## config.mk

```make
export PLATFORM = sky130hd
export DESIGN_NAME = uart_tx_arbiter_flat
export DESIGN_NICKNAME = d
export VERILOG_FILES = /design/src/rtl/uart_tx_arbiter_if.sv /design/src/rtl/uart_tx_arbiter.sv /design/src/flat_wrapper.sv
export SDC_FILE = /design/constraint.sdc
export NUM_CORES = 1
export LEC_CHECK = 0
export CAP_MARGIN = 20
export CORE_ASPECT_RATIO = 1.4
export CORE_MARGIN = 5
export CORE_UTILIZATION = 25
export DETAILED_ROUTE_END_ITERATION = 16
export PLACE_DENSITY_LB_ADDON = 0.15
export SYNTH_ARGS = -nofsm -noshare
export SYNTH_HDL_FRONTEND = slang
export SYNTH_SLANG_ARGS = --single-unit
```

## constraint.sdc

```tcl
create_clock -name clk -period 1.9 [get_ports clk]
set_input_delay 0.38 -clock clk [delete_from_list [all_inputs] [get_ports clk]]
set_output_delay 0.38 -clock clk [all_outputs]
set_load 0.02 [all_outputs]
```

## src/rtl/uart_tx_arbiter_if.sv

```systemverilog
// Signal bundle between the requesters, the arbiter and the shared UART transmitter.
// o_dbg_state mirrors the arbiter FSM state (one-hot) for checkers.
interface uart_tx_arbiter_if #(
   parameter int NUM_REQ   = 4,
   parameter int DATA_BITS = 8
);
   localparam int ID_W = $clog2(NUM_REQ);

   // Handshake: requester k's character transfers on a clock edge where
   // i_req_valid[k] and o_req_ready[k] are both 1. o_req_ready is one-hot-or-zero,
   // may depend combinationally on i_req_valid, and valid must not wait for ready.
   logic [NUM_REQ-1:0]           i_req_valid;
   logic [NUM_REQ*DATA_BITS-1:0] i_req_data;
   logic [NUM_REQ-1:0]           i_req_lock;
   logic [NUM_REQ-1:0]           o_req_ready;
   logic                         o_tx_data_valid;
   logic [DATA_BITS-1:0]         o_tx_data;
   logic                         i_tx_busy;
   logic [ID_W-1:0]              o_grant_id;
   logic                         o_err;
   logic [3:0]                   o_dbg_state;

   modport slave (
      input  i_req_valid, i_req_data, i_req_lock, i_tx_busy,
      output o_req_ready, o_tx_data_valid, o_tx_data, o_grant_id, o_err, o_dbg_state
   );

   modport master (
      output i_req_valid, i_req_data, i_req_lock, i_tx_busy,
      input  o_req_ready, o_tx_data_valid, o_tx_data, o_grant_id, o_err, o_dbg_state
   );
endinterface

```

## src/rtl/uart_tx_arbiter.sv

```systemverilog
// Round-robin arbiter with per-requester lock that shares one UART transmitter
// between NUM_REQ requesters, with a timeout on the transmitter's busy response.
module uart_tx_arbiter #(
   parameter int NUM_REQ   = 4,
   parameter int DATA_BITS = 8,
   parameter int TIMEOUT   = 15
) (
   input logic              clk,
   input logic              rst,
   uart_tx_arbiter_if.slave bus
);
   localparam int ID_W  = $clog2(NUM_REQ);
   localparam int CNT_W = $clog2(TIMEOUT + 1);

   typedef enum logic [3:0] {
      ST_IDLE      = 4'b0001,
      ST_ISSUE     = 4'b0010,
      ST_WAIT_BUSY = 4'b0100,
      ST_WAIT_DONE = 4'b1000
   } state_t;

   state_t               r_state;
   state_t               w_next;
   logic [ID_W-1:0]      r_rr_ptr;
   logic [ID_W-1:0]      r_lock_id;
   logic [ID_W-1:0]      r_grant_id;
   logic                 r_lock_active;
   logic                 r_err;
   logic [CNT_W-1:0]     r_cnt;
   logic [DATA_BITS-1:0] r_tx_data;

   logic [NUM_REQ-1:0]   w_eligible;
   logic [NUM_REQ-1:0]   w_ready;
   logic [ID_W-1:0]      w_winner;
   logic [ID_W:0]        w_sum;
   logic                 w_found;
   logic                 w_lock_release;
   logic                 w_accept;
   logic                 w_timeout;

   assign w_lock_release = r_lock_active && !bus.i_req_lock[r_lock_id] && !bus.i_req_valid[r_lock_id];

   // Search starts at r_rr_ptr; w_sum carries one extra bit so the wrap is a single subtract.
   always_comb begin
      w_eligible = bus.i_req_valid;
      if (r_lock_active) begin
         w_eligible            = '0;
         w_eligible[r_lock_id] = bus.i_req_valid[r_lock_id];
      end
      w_found  = 1'b0;
      w_winner = '0;
      w_sum    = '0;
      for (int i = 0; i < NUM_REQ; i++) begin
         w_sum = {1'b0, r_rr_ptr} + (ID_W+1)'(i);
         if (w_sum >= (ID_W+1)'(NUM_REQ)) w_sum = w_sum - (ID_W+1)'(NUM_REQ);
         if (!w_found && w_eligible[w_sum[ID_W-1:0]]) begin
            w_found  = 1'b1;
            w_winner = w_sum[ID_W-1:0];
         end
      end
   end

   assign w_accept = (r_state == ST_IDLE) && !rst && !bus.i_tx_busy && !w_lock_release && w_found;

   always_comb begin
      w_ready = '0;
      if (w_accept) w_ready[w_winner] = 1'b1;
   end

   always_comb begin
      w_next    = r_state;
      w_timeout = 1'b0;
      case (r_state)
         ST_IDLE:      if (w_accept) w_next = ST_ISSUE;
         ST_ISSUE:     w_next = ST_WAIT_BUSY;
         ST_WAIT_BUSY: begin
            if (bus.i_tx_busy) begin
               w_next = ST_WAIT_DONE;
            end else if (r_cnt == CNT_W'(TIMEOUT - 1)) begin
               w_next    = ST_IDLE;
               w_timeout = 1'b1;
            end
         end
         ST_WAIT_DONE: if (!bus.i_tx_busy) w_next = ST_IDLE;
         default:      w_next = ST_IDLE;
      endcase
   end

   always_ff @(posedge clk or posedge rst) begin
      if (rst) begin
         r_state       <= ST_IDLE;
         r_rr_ptr      <= '0;
         r_lock_active <= 1'b0;
         r_lock_id     <= '0;
         r_grant_id    <= '0;
         r_tx_data     <= '0;
         r_cnt         <= '0;
         r_err         <= 1'b0;
      end else begin
         r_state <= w_next;
         r_err   <= w_timeout;
         if (w_accept) begin
            r_tx_data     <= bus.i_req_data[w_winner*DATA_BITS +: DATA_BITS];
            r_lock_active <= bus.i_req_lock[w_winner];
            r_lock_id     <= w_winner;
            r_grant_id    <= w_winner;
            r_rr_ptr      <= (w_winner == ID_W'(NUM_REQ - 1)) ? '0 : w_winner + 1'b1;
         end else if (r_state == ST_IDLE && w_lock_release) begin
            r_lock_active <= 1'b0;
         end
         // Counter reaches TIMEOUT on the cycle the FSM leaves WAIT_BUSY without busy.
         if (r_state == ST_ISSUE) begin
            r_cnt <= '0;
         end else if (r_state == ST_WAIT_BUSY && !bus.i_tx_busy) begin
            r_cnt <= r_cnt + 1'b1;
         end
      end
   end

   assign bus.o_req_ready     = w_ready;
   assign bus.o_tx_data_valid = (r_state == ST_ISSUE);
   assign bus.o_tx_data       = r_tx_data;
   assign bus.o_grant_id      = r_grant_id;
   assign bus.o_err           = r_err;
   assign bus.o_dbg_state     = r_state;
endmodule

```

## src/flat_wrapper.sv

```systemverilog
// flat-port wrapper written by rule: the top's interface ports become plain ports
module uart_tx_arbiter_flat 
#(
   parameter int NUM_REQ   = 4,
   parameter int DATA_BITS = 8,
   parameter int TIMEOUT   = 15
)
  (clk, rst, bus_i_req_valid, bus_i_req_data, bus_i_req_lock, bus_i_tx_busy, bus_o_req_ready, bus_o_tx_data_valid, bus_o_tx_data, bus_o_grant_id, bus_o_err, bus_o_dbg_state);
  uart_tx_arbiter_if #(.NUM_REQ(NUM_REQ), .DATA_BITS(DATA_BITS)) bus_i ();
  input logic clk;
  input logic rst;
  input wire logic [$bits(bus_i.i_req_valid)-1:0] bus_i_req_valid;
  input wire logic [$bits(bus_i.i_req_data)-1:0] bus_i_req_data;
  input wire logic [$bits(bus_i.i_req_lock)-1:0] bus_i_req_lock;
  input wire logic [$bits(bus_i.i_tx_busy)-1:0] bus_i_tx_busy;
  output wire logic [$bits(bus_i.o_req_ready)-1:0] bus_o_req_ready;
  output wire logic [$bits(bus_i.o_tx_data_valid)-1:0] bus_o_tx_data_valid;
  output wire logic [$bits(bus_i.o_tx_data)-1:0] bus_o_tx_data;
  output wire logic [$bits(bus_i.o_grant_id)-1:0] bus_o_grant_id;
  output wire logic [$bits(bus_i.o_err)-1:0] bus_o_err;
  output wire logic [$bits(bus_i.o_dbg_state)-1:0] bus_o_dbg_state;
  assign bus_i.i_req_valid = bus_i_req_valid;
  assign bus_i.i_req_data = bus_i_req_data;
  assign bus_i.i_req_lock = bus_i_req_lock;
  assign bus_i.i_tx_busy = bus_i_tx_busy;
  assign bus_o_req_ready = bus_i.o_req_ready;
  assign bus_o_tx_data_valid = bus_i.o_tx_data_valid;
  assign bus_o_tx_data = bus_i.o_tx_data;
  assign bus_o_grant_id = bus_i.o_grant_id;
  assign bus_o_err = bus_i.o_err;
  assign bus_o_dbg_state = bus_i.o_dbg_state;
  uart_tx_arbiter #(.NUM_REQ(NUM_REQ), .DATA_BITS(DATA_BITS), .TIMEOUT(TIMEOUT)) u_core (.clk(clk), .rst(rst), .bus(bus_i));
endmodule
```

# ---- After elaboration in Yosys (flattened, before gate mapping)
# Index checks and enable logic that the tools add are counted.
dict set report classes {
  n_addsub 9
  multipliers 0
  div 0
  n_lt_le_gt_ge 12
  eq_ne 9
  n_shift 1
  muxes 45
  bitwise 1
  n_reduce_logical 24
}
# cell count
set op_table {}
lappend op_table {{4-bit two-way mux} 8}
lappend op_table {{32-bit by 6-bit indexed part select with 8-bit output} 1}
lappend op_table {{2-bit by 3-bit less-than comparator with 1-bit output (second input constant)} 6}
lappend op_table {{1-bit two-way mux} 18}
lappend op_table {{2-bit two-way mux} 9}
lappend op_table {{4-bit one-hot mux with 4 select lines} 1}
lappend op_table {{1-bit binary-select mux with 2-bit select} 7}
lappend op_table {{1-bit logical AND} 13}
lappend op_table {{3-bit >= comparator (second input constant)} 3}
lappend op_table {{4-bit == test (second input constant)} 2}
lappend op_table {{1-bit logical NOT} 8}
lappend op_table {{2-bit by 1-bit subtractor with 2-bit output (second input constant)} 4}
lappend op_table {{2-bit by 2-bit adder with 3-bit output (second input constant)} 2}
lappend op_table {{4-bit by 1-bit adder with 4-bit output (second input constant)} 1}
lappend op_table {{4-bit AND} 1}
lappend op_table {{1-bit demux with 2-bit select} 2}
lappend op_table {{4-bit by 1-bit == test with 1-bit output (second input constant)} 1}
lappend op_table {{4-bit by 2-bit == test with 1-bit output (second input constant)} 1}
lappend op_table {{4-bit by 3-bit == test with 1-bit output (second input constant)} 1}
lappend op_table {{2-bit by 1-bit >= comparator with 1-bit output (second input constant)} 2}
lappend op_table {{2-bit nonzero test} 2}
lappend op_table {{2-bit by 1-bit adder with 3-bit output (second input constant)} 1}
lappend op_table {{2-bit by 3-bit >= comparator with 1-bit output (second input constant)} 1}
lappend op_table {{3-bit by 2-bit inequality test with 1-bit output (second input constant)} 1}
lappend op_table {{other kinds (5)} 5}
dict set report word_totals {
  register_bits 22
  latchBits 0
  ram_bits 0
  mem_bits_ro 0
  in_bits 43
  out_inout_bits 20
  elab_cells 108
  memories 0
}

# ---- Longest topological paths before layout
# Gate-level depths: netlist of the first run.
dict set report logic_depth {
  depth_word 23
  mapped_depth 10
  mapped_depth_nobuf 8
}

# ---- Worst setup path before layout of the first run
# Ideal clock, no wire load.
dict set report synth_timing {
  kind {register to output}
  start {register u_core.r_lock_id[0]}
  end {output bus_o_req_ready[2]}
  t_arrival_ns 1.832
  path_slack_ns -0.312
  stages_incl_launch_ff 10
  n_path_buf 2
  path_cell_list {dfrtp_1 > buf_6 > o21ai_2 > nand2_2 > o311a_4 > nand2_8 > buf_12 > inv_1 > ha_1 > and2_1}
}
dict set report synth_via {
  elab_chain_len 23
}
# item line_no
set synth_rtl {}
lappend synth_rtl {{start: declaration} uart_tx_arbiter.sv:25} ;# logic [ID_W-1:0] r_lock_id;
lappend synth_rtl {{start signal: assignment} uart_tx_arbiter.sv:105} ;# r_lock_id <= w_winner;
lappend synth_rtl {{2-bit by 3-bit less-than comparator with 1-bit output (implied by the code) / 2-bit by 1-bit >= comparator with 1-bit output (equally long branches)} uart_tx_arbiter.sv:48} ;# w_eligible[r_lock_id] = bus.i_req_valid[r_lock_id];
lappend synth_rtl {{1-bit logical AND (implied by the code)} uart_tx_arbiter.sv:48}
lappend synth_rtl {{1-bit two-way mux (implied by the code)} uart_tx_arbiter.sv:48}
lappend synth_rtl {{1-bit demux with 2-bit select} -}
lappend synth_rtl {{4-bit AND (no source line) *} -}
lappend synth_rtl {{4-bit two-way mux *} uart_tx_arbiter.sv:46} ;# if (r_lock_active) begin
lappend synth_rtl {{1-bit binary-select mux with 2-bit select} uart_tx_arbiter.sv:56} ;# if (!w_found && w_eligible[w_sum[ID_W-1:0]]) begin
lappend synth_rtl {{1-bit two-way mux (implied by the code)} uart_tx_arbiter.sv:56}
lappend synth_rtl {{[8 not listed]} -}
lappend synth_rtl {{1-bit logical AND} uart_tx_arbiter.sv:56}
lappend synth_rtl {{2-bit two-way mux *} uart_tx_arbiter.sv:56}
lappend synth_rtl {{net u_core.w_winner[1]} uart_tx_arbiter.sv:34} ;# logic [ID_W-1:0] w_winner;
lappend synth_rtl {{2-bit by 3-bit less-than comparator with 1-bit output (implied by the code) / 2-bit by 1-bit >= comparator with 1-bit output (equally long branches)} uart_tx_arbiter.sv:67} ;# if (w_accept) w_ready[w_winner] = 1'b1;
lappend synth_rtl {{1-bit logical AND (implied by the code)} uart_tx_arbiter.sv:67}
lappend synth_rtl {{1-bit two-way mux (implied by the code)} uart_tx_arbiter.sv:67}
lappend synth_rtl {{1-bit demux with 2-bit select *} -}
lappend synth_rtl {{4-bit two-way mux *} uart_tx_arbiter.sv:67}
lappend synth_rtl {{end: declaration} flat_wrapper.sv:16} ;# output wire logic [$bits(bus_i.o_req_ready)-1:0] bus_o_req_ready;
# Mark *: on every way through the listed nets, which the timed path passes. The rest lies on a longest branch. The select of a mux whose other input is x is not followed.

# ---- Final worst setup path of the first run
dict set report layout_timing {
  start {register u_core.r_lock_active}
  end {output bus_o_req_ready[2]}
}
dict set report layout_via {
  elab_chain_len 18
}
# item line_no
set layout_rtl {}
lappend layout_rtl {{start: declaration} uart_tx_arbiter.sv:27} ;# logic r_lock_active;
lappend layout_rtl {{start signal: assignment} uart_tx_arbiter.sv:104} ;# r_lock_active <= bus.i_req_lock[w_winner];
lappend layout_rtl {{4-bit two-way mux *} uart_tx_arbiter.sv:46}
lappend layout_rtl {{1-bit binary-select mux with 2-bit select} uart_tx_arbiter.sv:56}
lappend layout_rtl {{1-bit two-way mux (implied by the code)} uart_tx_arbiter.sv:56}
lappend layout_rtl {{1-bit two-way mux} uart_tx_arbiter.sv:56}
lappend layout_rtl {{1-bit logical NOT} uart_tx_arbiter.sv:56}
lappend layout_rtl {{1-bit logical AND} uart_tx_arbiter.sv:56}
lappend layout_rtl {{1-bit two-way mux} uart_tx_arbiter.sv:56}
lappend layout_rtl {{1-bit logical NOT} uart_tx_arbiter.sv:56}
lappend layout_rtl {{[3 not listed]} -}
lappend layout_rtl {{1-bit logical AND} uart_tx_arbiter.sv:56}
lappend layout_rtl {{2-bit two-way mux *} uart_tx_arbiter.sv:56}
lappend layout_rtl {{net u_core.w_winner[0]} uart_tx_arbiter.sv:34}
lappend layout_rtl {{2-bit by 3-bit less-than comparator with 1-bit output (implied by the code) / 2-bit by 1-bit >= comparator with 1-bit output (equally long branches)} uart_tx_arbiter.sv:67}
lappend layout_rtl {{1-bit logical AND (implied by the code)} uart_tx_arbiter.sv:67}
lappend layout_rtl {{1-bit two-way mux (implied by the code)} uart_tx_arbiter.sv:67}
lappend layout_rtl {{1-bit demux with 2-bit select *} -}
lappend layout_rtl {{4-bit two-way mux *} uart_tx_arbiter.sv:67}
# Marked as above.

==> run summary, run 1 <==
starting density of the core - 25.4%
post-synthesis xor/xnor area fraction - 2.13%
Final Hold Vio Count - 0
Hold-fix buffers, CTS - 0
largest net degree at the start of global routing - 23
Mapped Avg Cell Area - 9.56 sq um
post-synthesis adder-cell area fraction - 4.57%
Total GRT Usage - 12.0%
grt ovf - 0
Post-Syn Instances - 172
layout cell share with drive strength beyond 1 - 34.2%
DRT iter0 DRCs - 42
CORE AREA - 6480 sq um
cell taking the most area after synthesis - dfrtp_1
remaining antenna violation count - 0
switching power - 0.00144 W
fillers - 660
simple-gate share of the synthesized area - 22.8%
final setup violation count - 15
cell-internal power - 0.00215 W
yosys warns - 0
Syn-to-layout area delta - 73.1%
setup tns final - -3.77 ns
peak supply drop - 0.463 mV
crit-path max FO - 6
die area - 8320 sq um
combinational share of power - 69.5%
DIE HEIGHT - 106 um
clock share of power - 9.5%
DRC viols - 0
crit path kind - reg -> out
Die X - 78.5 um
number of diodes - 0
first-pass GRT wire length - 8.14 mm
violated checks - setup timing
syn nets - 221
CTS tree - yes
leakage - 1.27 nW
FF-to-FF path depth - 10
Yosys reg bits - 22
P per Cell Area - 1260 nW/um^2
clock slew at reported path FFs - 0.09 ns
IO buf count - 62
row count - 35
post-DP HPWL - 3.89 mm
Routed wire per std cell - 14.3 um
Worst setup EP type - primary output
status - finished, violations left
Slew Limit Fails - 0
final worst path period need - 2.38 ns
total power - 0.00359 W
sequential power share - 21.0%
maximum clock frequency - 421 MHz
later-pin clock latency in the skew report - 0.26 ns
Final WS setup - -0.477 ns
Reg2Reg Capture Point - u_core.bus.o_tx_data[3]
reg-to-reg critical path startpoint - u_core.r_lock_active
TritonCTS Buffers - 3
count of cell types in the netlist - 48
initial antenna violation count - 0
Net Sw Frac - 40.0%
placed cells - 334
Arrival @ worst endpoint - 2.00 ns
drt first pass iters - 4
CTS sink count - 22
crit path from - u_core.r_lock_active
Vias - 1650
largest family of logic cells by synthesized area - simple AND/OR/NAND/NOR gates
Final #Nets - 322
vias per cell - 4.77
share of the synthesized area in the top cell type - 32.0%
top cells by area, synth - dfrtp_1 (32%), mux2i_1 (11%), ha_1 (4.6%)
Ports - 63
total wire length - 4.95 mm
Critical Path Start Type - register
post-synthesis compound-gate area fraction - 18.7%
Rel. slew slack - 70.7%
Root Buffer - clkbuf_8
number of global-route vias before repair - 1710
fin crit share - 125%
CP Data Required Time - 1.52 ns
GPL Wtd Cong - 0.740
mux cell area share after synthesis - 11.0%
sequential share of the synthesized area - 33.6%
worst slew pin tran - 0.434 ns
R2R setup slack - -0.22 ns
# H-tree levels - 1
Synth Cell Area - 1640 sq um
RSZ-0062 raised after global routing - true
min-delay worst type - in -> async
max cap viols - 0
CTS Buffer Depth - 2
clk_skew - 0.00651 ns
Cell Count, Final, Fillers Out - 346
flip-flops by register name (all words and copies together), names as in the netlist:
register	flops
u_core.bus.o_dbg_state	4
u_core.bus.o_err	1
u_core.bus.o_tx_data	8
u_core.r_cnt	4
u_core.r_lock_active	1
u_core.r_lock_id	2
u_core.r_rr_ptr	2
worst max-delay path by stage:
stage	cells past startpoint	end	slack [ns]
2_1_floorplan	9	bus_o_req_ready[2]	-0.21
3_3_place_gp	9	bus_o_req_ready[2]	-1.12
3_5_place_dp	9	bus_o_req_ready[2]	-1.15
4_1_cts	9	bus_o_req_ready[2]	-0.47
5_1_grt	8	bus_o_req_ready[2]	-0.57
6_report	8	bus_o_req_ready[2]	-0.48
power by group through the flow:
stage               combinational [W]  clock (W)  sequential (W)
floorplan                     0.00121          0        0.000874
global placement              0.00215          0        0.000757
detailed placement            0.00215          0        0.000760
CTS                           0.00228   0.000356        0.000750
global route                  0.00271   0.000376        0.000779
finish                        0.00250   0.000339        0.000755
final cells by class:
type | count | area (sq um) | share of cell area, %
multi-input cells | 134 | 1120 | 39.4
repair buffers | 104 | 992 | 34.9
flip-flops and latches | 22 | 556 | 19.5
well taps | 74 | 92.6 | 3.25
clock buffers | 4 | 55.1 | 1.93
inverters | 8 | 30.0 | 1.06
stage by stage:
step	util, %	hold slack (ns)	area, sq um	setup slack (ns)
2_1_floorplan	-	0.368	1660	-0.213
3_3_place_gp	39.6	0.469	2570	-1.12
3_5_place_dp	39.6	0.478	2570	-1.15
4_1_cts	41.4	0.498	2680	-0.474
5_1_grt	43.9	0.526	2850	-0.568
6_report	43.9	0.478	2850	-0.477
synthesized netlist by cell type (all sizes together):
| master | count |
|---|---|
| a21oi | 6 |
| mux2i | 18 |
| or3b | 1 |
| nor2b | 5 |
| nand4 | 1 |
| inv | 8 |
| a22oi | 1 |
| nand2 | 21 |
| dfrtp | 21 |
| a21o | 3 |
| a311oi | 1 |
| and2 | 5 |
| nor3 | 5 |
| and3 | 1 |
| o2111ai | 1 |
| or3 | 1 |
| dfstp | 1 |
| ha | 6 |
| a211o | 1 |
| xnor2 | 2 |
| nand3b | 2 |
| o211ai | 1 |
| o21a | 1 |
| and2b | 1 |
| o22ai | 3 |
| nor4b | 2 |
| nor2 | 14 |
| o21ai | 8 |
| o311a | 1 |
| and3b | 1 |
| buf | 8 |
| nand2b | 3 |
| xor2 | 2 |
| nand3 | 5 |
| nor3b | 1 |
| o221ai | 8 |
| o311ai | 2 |
critical path, cell delays in order, from the launching register on:
cell and delay (ns):
dfrtp_2 0.46, or3b_4 0.41, o2111ai_2 0.08, a211o_4 0.16, and2_4 0.15, inv_2 0.04
ha_1 0.18, and2_4 0.13, buf_6 0.12
metal layers:
layer,track usage (%),vias up,wire (um)
met4,2.88,0,25
met1,13.4,791,1920
met5,0,-,0
met2,22.9,35,2760
li1,-,822,-
met3,2.12,2,234
timing repair:
action | CTS | global route
pin swaps | 4 | 9
endpoints found under the setup margin | 20 | 17
gates cloned | 0 | 0
resized for setup | 44 | 25
buffers inserted | 3 | 5
cells in the final DEF, fill, tap and decap left out, types with 2 or more instances in the layout:
cell and count:
dfrtp_2 3, xor2_1 2, nand2b_1 3, buf_6 9, o21ai_1 2, inv_1 4, o22ai_2 2, and2_4 5
a21o_1 3, o221ai_2 7, dlygate4sd2_1 5, ha_2 2, buf_4 34, a21oi_1 5, o311ai_0 2, xnor2_1 2
nor2_1 14, buf_12 3, nor2b_1 5, inv_2 4, ha_1 4, dfrtp_1 18, o21ai_0 5, nor3_1 5
clkdlybuf4s50_1 52, clkbuf_8 4, mux2i_1 15, nand2_1 19, mux2i_2 3, nand3_1 5
cell families (layout without fill, tap and decap cells):
| logic type | count (synthesis) | after routing |
|---|---|---|
| simple gates | 69 | 69 |
| compound gates | 37 | 37 |
| flops | 22 | 22 |
| mux | 18 | 18 |
| buf+inv | 16 | 116 |
| fa+ha+maj | 6 | 6 |
| xor+xnor | 4 | 4 |
No activity file was read; power rests on OpenSTA's default activity.
==> run 2: changes to the inputs <==
--- a/config.mk
+++ b/config.mk
@@ -10,6 +10,7 @@
 export CORE_MARGIN = 5
 export CORE_UTILIZATION = 25
 export DETAILED_ROUTE_END_ITERATION = 16
+export GPL_ROUTABILITY_DRIVEN = 0
 export PLACE_DENSITY_LB_ADDON = 0.15
 export SYNTH_ARGS = -nofsm -noshare
 export SYNTH_HDL_FRONTEND = slang
==> results of run 2 <==
Final layout, timing and power as in run 1 (identical DEF).
==> run 3: changes to the inputs <==
--- a/config.mk
+++ b/config.mk
@@ -11,6 +11,7 @@
 export CORE_UTILIZATION = 25
 export DETAILED_ROUTE_END_ITERATION = 16
 export GPL_ROUTABILITY_DRIVEN = 0
+export GPL_TIMING_DRIVEN = 1
 export PLACE_DENSITY_LB_ADDON = 0.15
 export SYNTH_ARGS = -nofsm -noshare
 export SYNTH_HDL_FRONTEND = slang
==> constraint.sdc (replaced) <==
create_clock -name clk -period 1.9 [get_ports clk]
set_input_delay 0.38 -clock clk [delete_from_list [all_inputs] [get_ports clk]]
set_output_delay 0.38 -clock clk [all_outputs]
set_load 0.1 [all_outputs]
==> run 3 against run 2 <==
Against the previous run: register-to-register slack worse by 0.14 ns; largest power group unchanged; combinational power up 30%; the flow still finishes with violations (setup timing); worst hold slack better by 0.0080 ns; critical endpoint is now bus_o_req_ready[0]; routed wire length about the same; sequential cell count unchanged; sequential share of layout area down 0.24 points; fmax down 5.3%.
==> run summary, run 3 (synthesis results as in run 1) <==
status - finished, violations left
violated checks - setup timing
maximum clock frequency - 399 MHz (-5.3%)
TritonCTS Buffers - 3 (unchanged)
clock slew at reported path FFs - 0.09 ns (about the same)
CP Data Required Time - 1.52 ns (about the same)
worst slew pin tran - 0.512 ns (+0.0773 ns)
largest net degree at the start of global routing - 23 (unchanged)
initial antenna violation count - 0 (unchanged)
final worst path period need - 2.51 ns (+0.132 ns)
Worst setup EP type - primary output
max cap viols - 0 (unchanged)
Slew Limit Fails - 0 (unchanged)
# H-tree levels - 1 (unchanged)
setup tns final - -5.74 ns (-1.97 ns)
min-delay worst type - in -> async
total power - 0.00451 W (+26%)
Final Hold Vio Count - 0 (unchanged)
starting density of the core - 25.4% (unchanged)
post-DP HPWL - 3.97 mm (+2.0%)
peak supply drop - 0.786 mV (+70%)
vias per cell - 4.84 (+1.5%)
CTS Buffer Depth - 2 (unchanged)
grt ovf - 0 (unchanged)
IO buf count - 62 (unchanged)
clk_skew - 0.00293 ns (-0.00358 ns)
drt first pass iters - 4 (unchanged)
most common cell after layout, fill and taps aside - buf_4
leakage - 1.35 nW (+5.8%)
remaining antenna violation count - 0 (unchanged)
RSZ-0062 raised after global routing - true
Critical Path Start Type - register
Routed wire per std cell - 14.2 um (-0.51%)
DIE HEIGHT - 106 um (unchanged)
Seq. cell area - 573 sq um (+3.2%)
Multi-input gate area - 1090 sq um (-2.5%)
number of diodes - 0 (unchanged)
Die X - 78.5 um (unchanged)
first-pass GRT wire length - 8.15 mm (about the same)
DRC viols - 0 (unchanged)
Syn-to-layout area delta - 80.7%
CTS tree - yes
final instance area - 2970 sq um (+4.4%)
Hold Slack - 0.486 ns (+0.00803 ns)
DP Area - 2750 sq um (+7.0%)
most frequent cells in the layout - buf_4 (43), clkdlybuf4s50_1 (39), nand2_1 (19)
die area - 8320 sq um (unchanged)
max FFs per register - 8 (unchanged)
fin crit share - 132% (+6.9 points)
Final WS setup - -0.608 ns (-0.132 ns)
CTS sink count - 22 (unchanged)
Arrival @ worst endpoint - 2.13 ns (+0.13 ns)
Root Buffer - clkbuf_8
Rel. slew slack - 65.5% (-5.2 points)
P per Cell Area - 1520 nW/um^2 (+20%)
number of global-route vias before repair - 1694 (-0.94%)
Final #Nets - 324 (+0.62%)
row count - 35 (unchanged)
Vias - 1685 (+2.1%)
crit path kind - reg -> out
later-pin clock latency in the skew report - 0.27 ns (about the same)
final setup violation count - 18 (+3)
DRT iter0 DRCs - 41 (-2.4%)
Ports - 63 (unchanged)
Total GRT Usage - 12.2% (+0.27 points)
layout cell share with drive strength beyond 1 - 39.1% (+4.9 points)
crit-path max FO - 7 (+1)
Hold-fix buffers, CTS - 0 (unchanged)
fillers - 629 (-4.7%)
CORE AREA - 6480 sq um (unchanged)
total wire length - 4.95 mm (about the same)
## run 3: through the flow
stage                     util (%)  std cells  worst slack, ns
after global placement        42.4        337           -0.770
final                         45.8        348           -0.608
after CTS                     44.3        343           -0.620
after floorplan                  -        172           -0.544
after detailed placement      42.4        337           -0.784
after global routing          45.8        348           -0.685
## run 3: routing by layer
metal  routed length (um)  up-vias  track usage (%)
li1                     -      823                -
met1                 1850      799             13.0
met2                 2740       59             23.5
met3                  295        4             2.37
met4                   64        0             4.25
met5                    0        -                0
## run 3: cell type report
class	count	area share, %
sequential	22	19.3
clock buffer	3	1.39
multi-input combinational	134	36.8
clock inverter	1	1.01
timing repair buffer	106	37.1
tap	74	3.12
inverter	8	1.35
## run 3: power by group
part	internal, W	switching (W)
combinational	0.00137	0.00188
sequential	0.000639	0.000167
clock	0.000282	0.000181
## run 3: critical path, stage by stage (launching register included)
cell and delay [ns]:
dfrtp_4 0.53, and2b_1 0.23, o2111ai_1 0.10, a211o_2 0.33, and2_4 0.17, inv_4 0.06
ha_1 0.13, and2_4 0.14, buf_12 0.16
## run 3: worst paths after layout
| check | startpoint | to | slack, ns | cells past startpoint |
|---|---|---|---|---|
| max in group asynchronous | rst | u_core.bus.o_dbg_state[0] | 1.13 | 3 |
| setup / recovery | u_core.r_lock_id[0] | bus_o_req_ready[0] | -0.61 | 8 |
| setup reg to reg | u_core.r_lock_id[0] | u_core.r_lock_active | -0.36 | 10 |
| hold / removal | rst | u_core.bus.o_dbg_state[3] | 0.49 | 3 |
| hold reg to reg | u_core.bus.o_tx_data[1] | u_core.bus.o_tx_data[1] | 0.50 | 2 |
| min in group clk | u_core.bus.o_tx_data[1] | u_core.bus.o_tx_data[1] | 0.50 | 2 |
## run 3: timing repair
item | 4_1_cts | 5_1_grt
setup buffers | 2 | 4
endpoints found under the setup margin | 19 | 19
pin swaps | 2 | 5
gates cloned | 0 | 1
resized for setup | 16 | 16
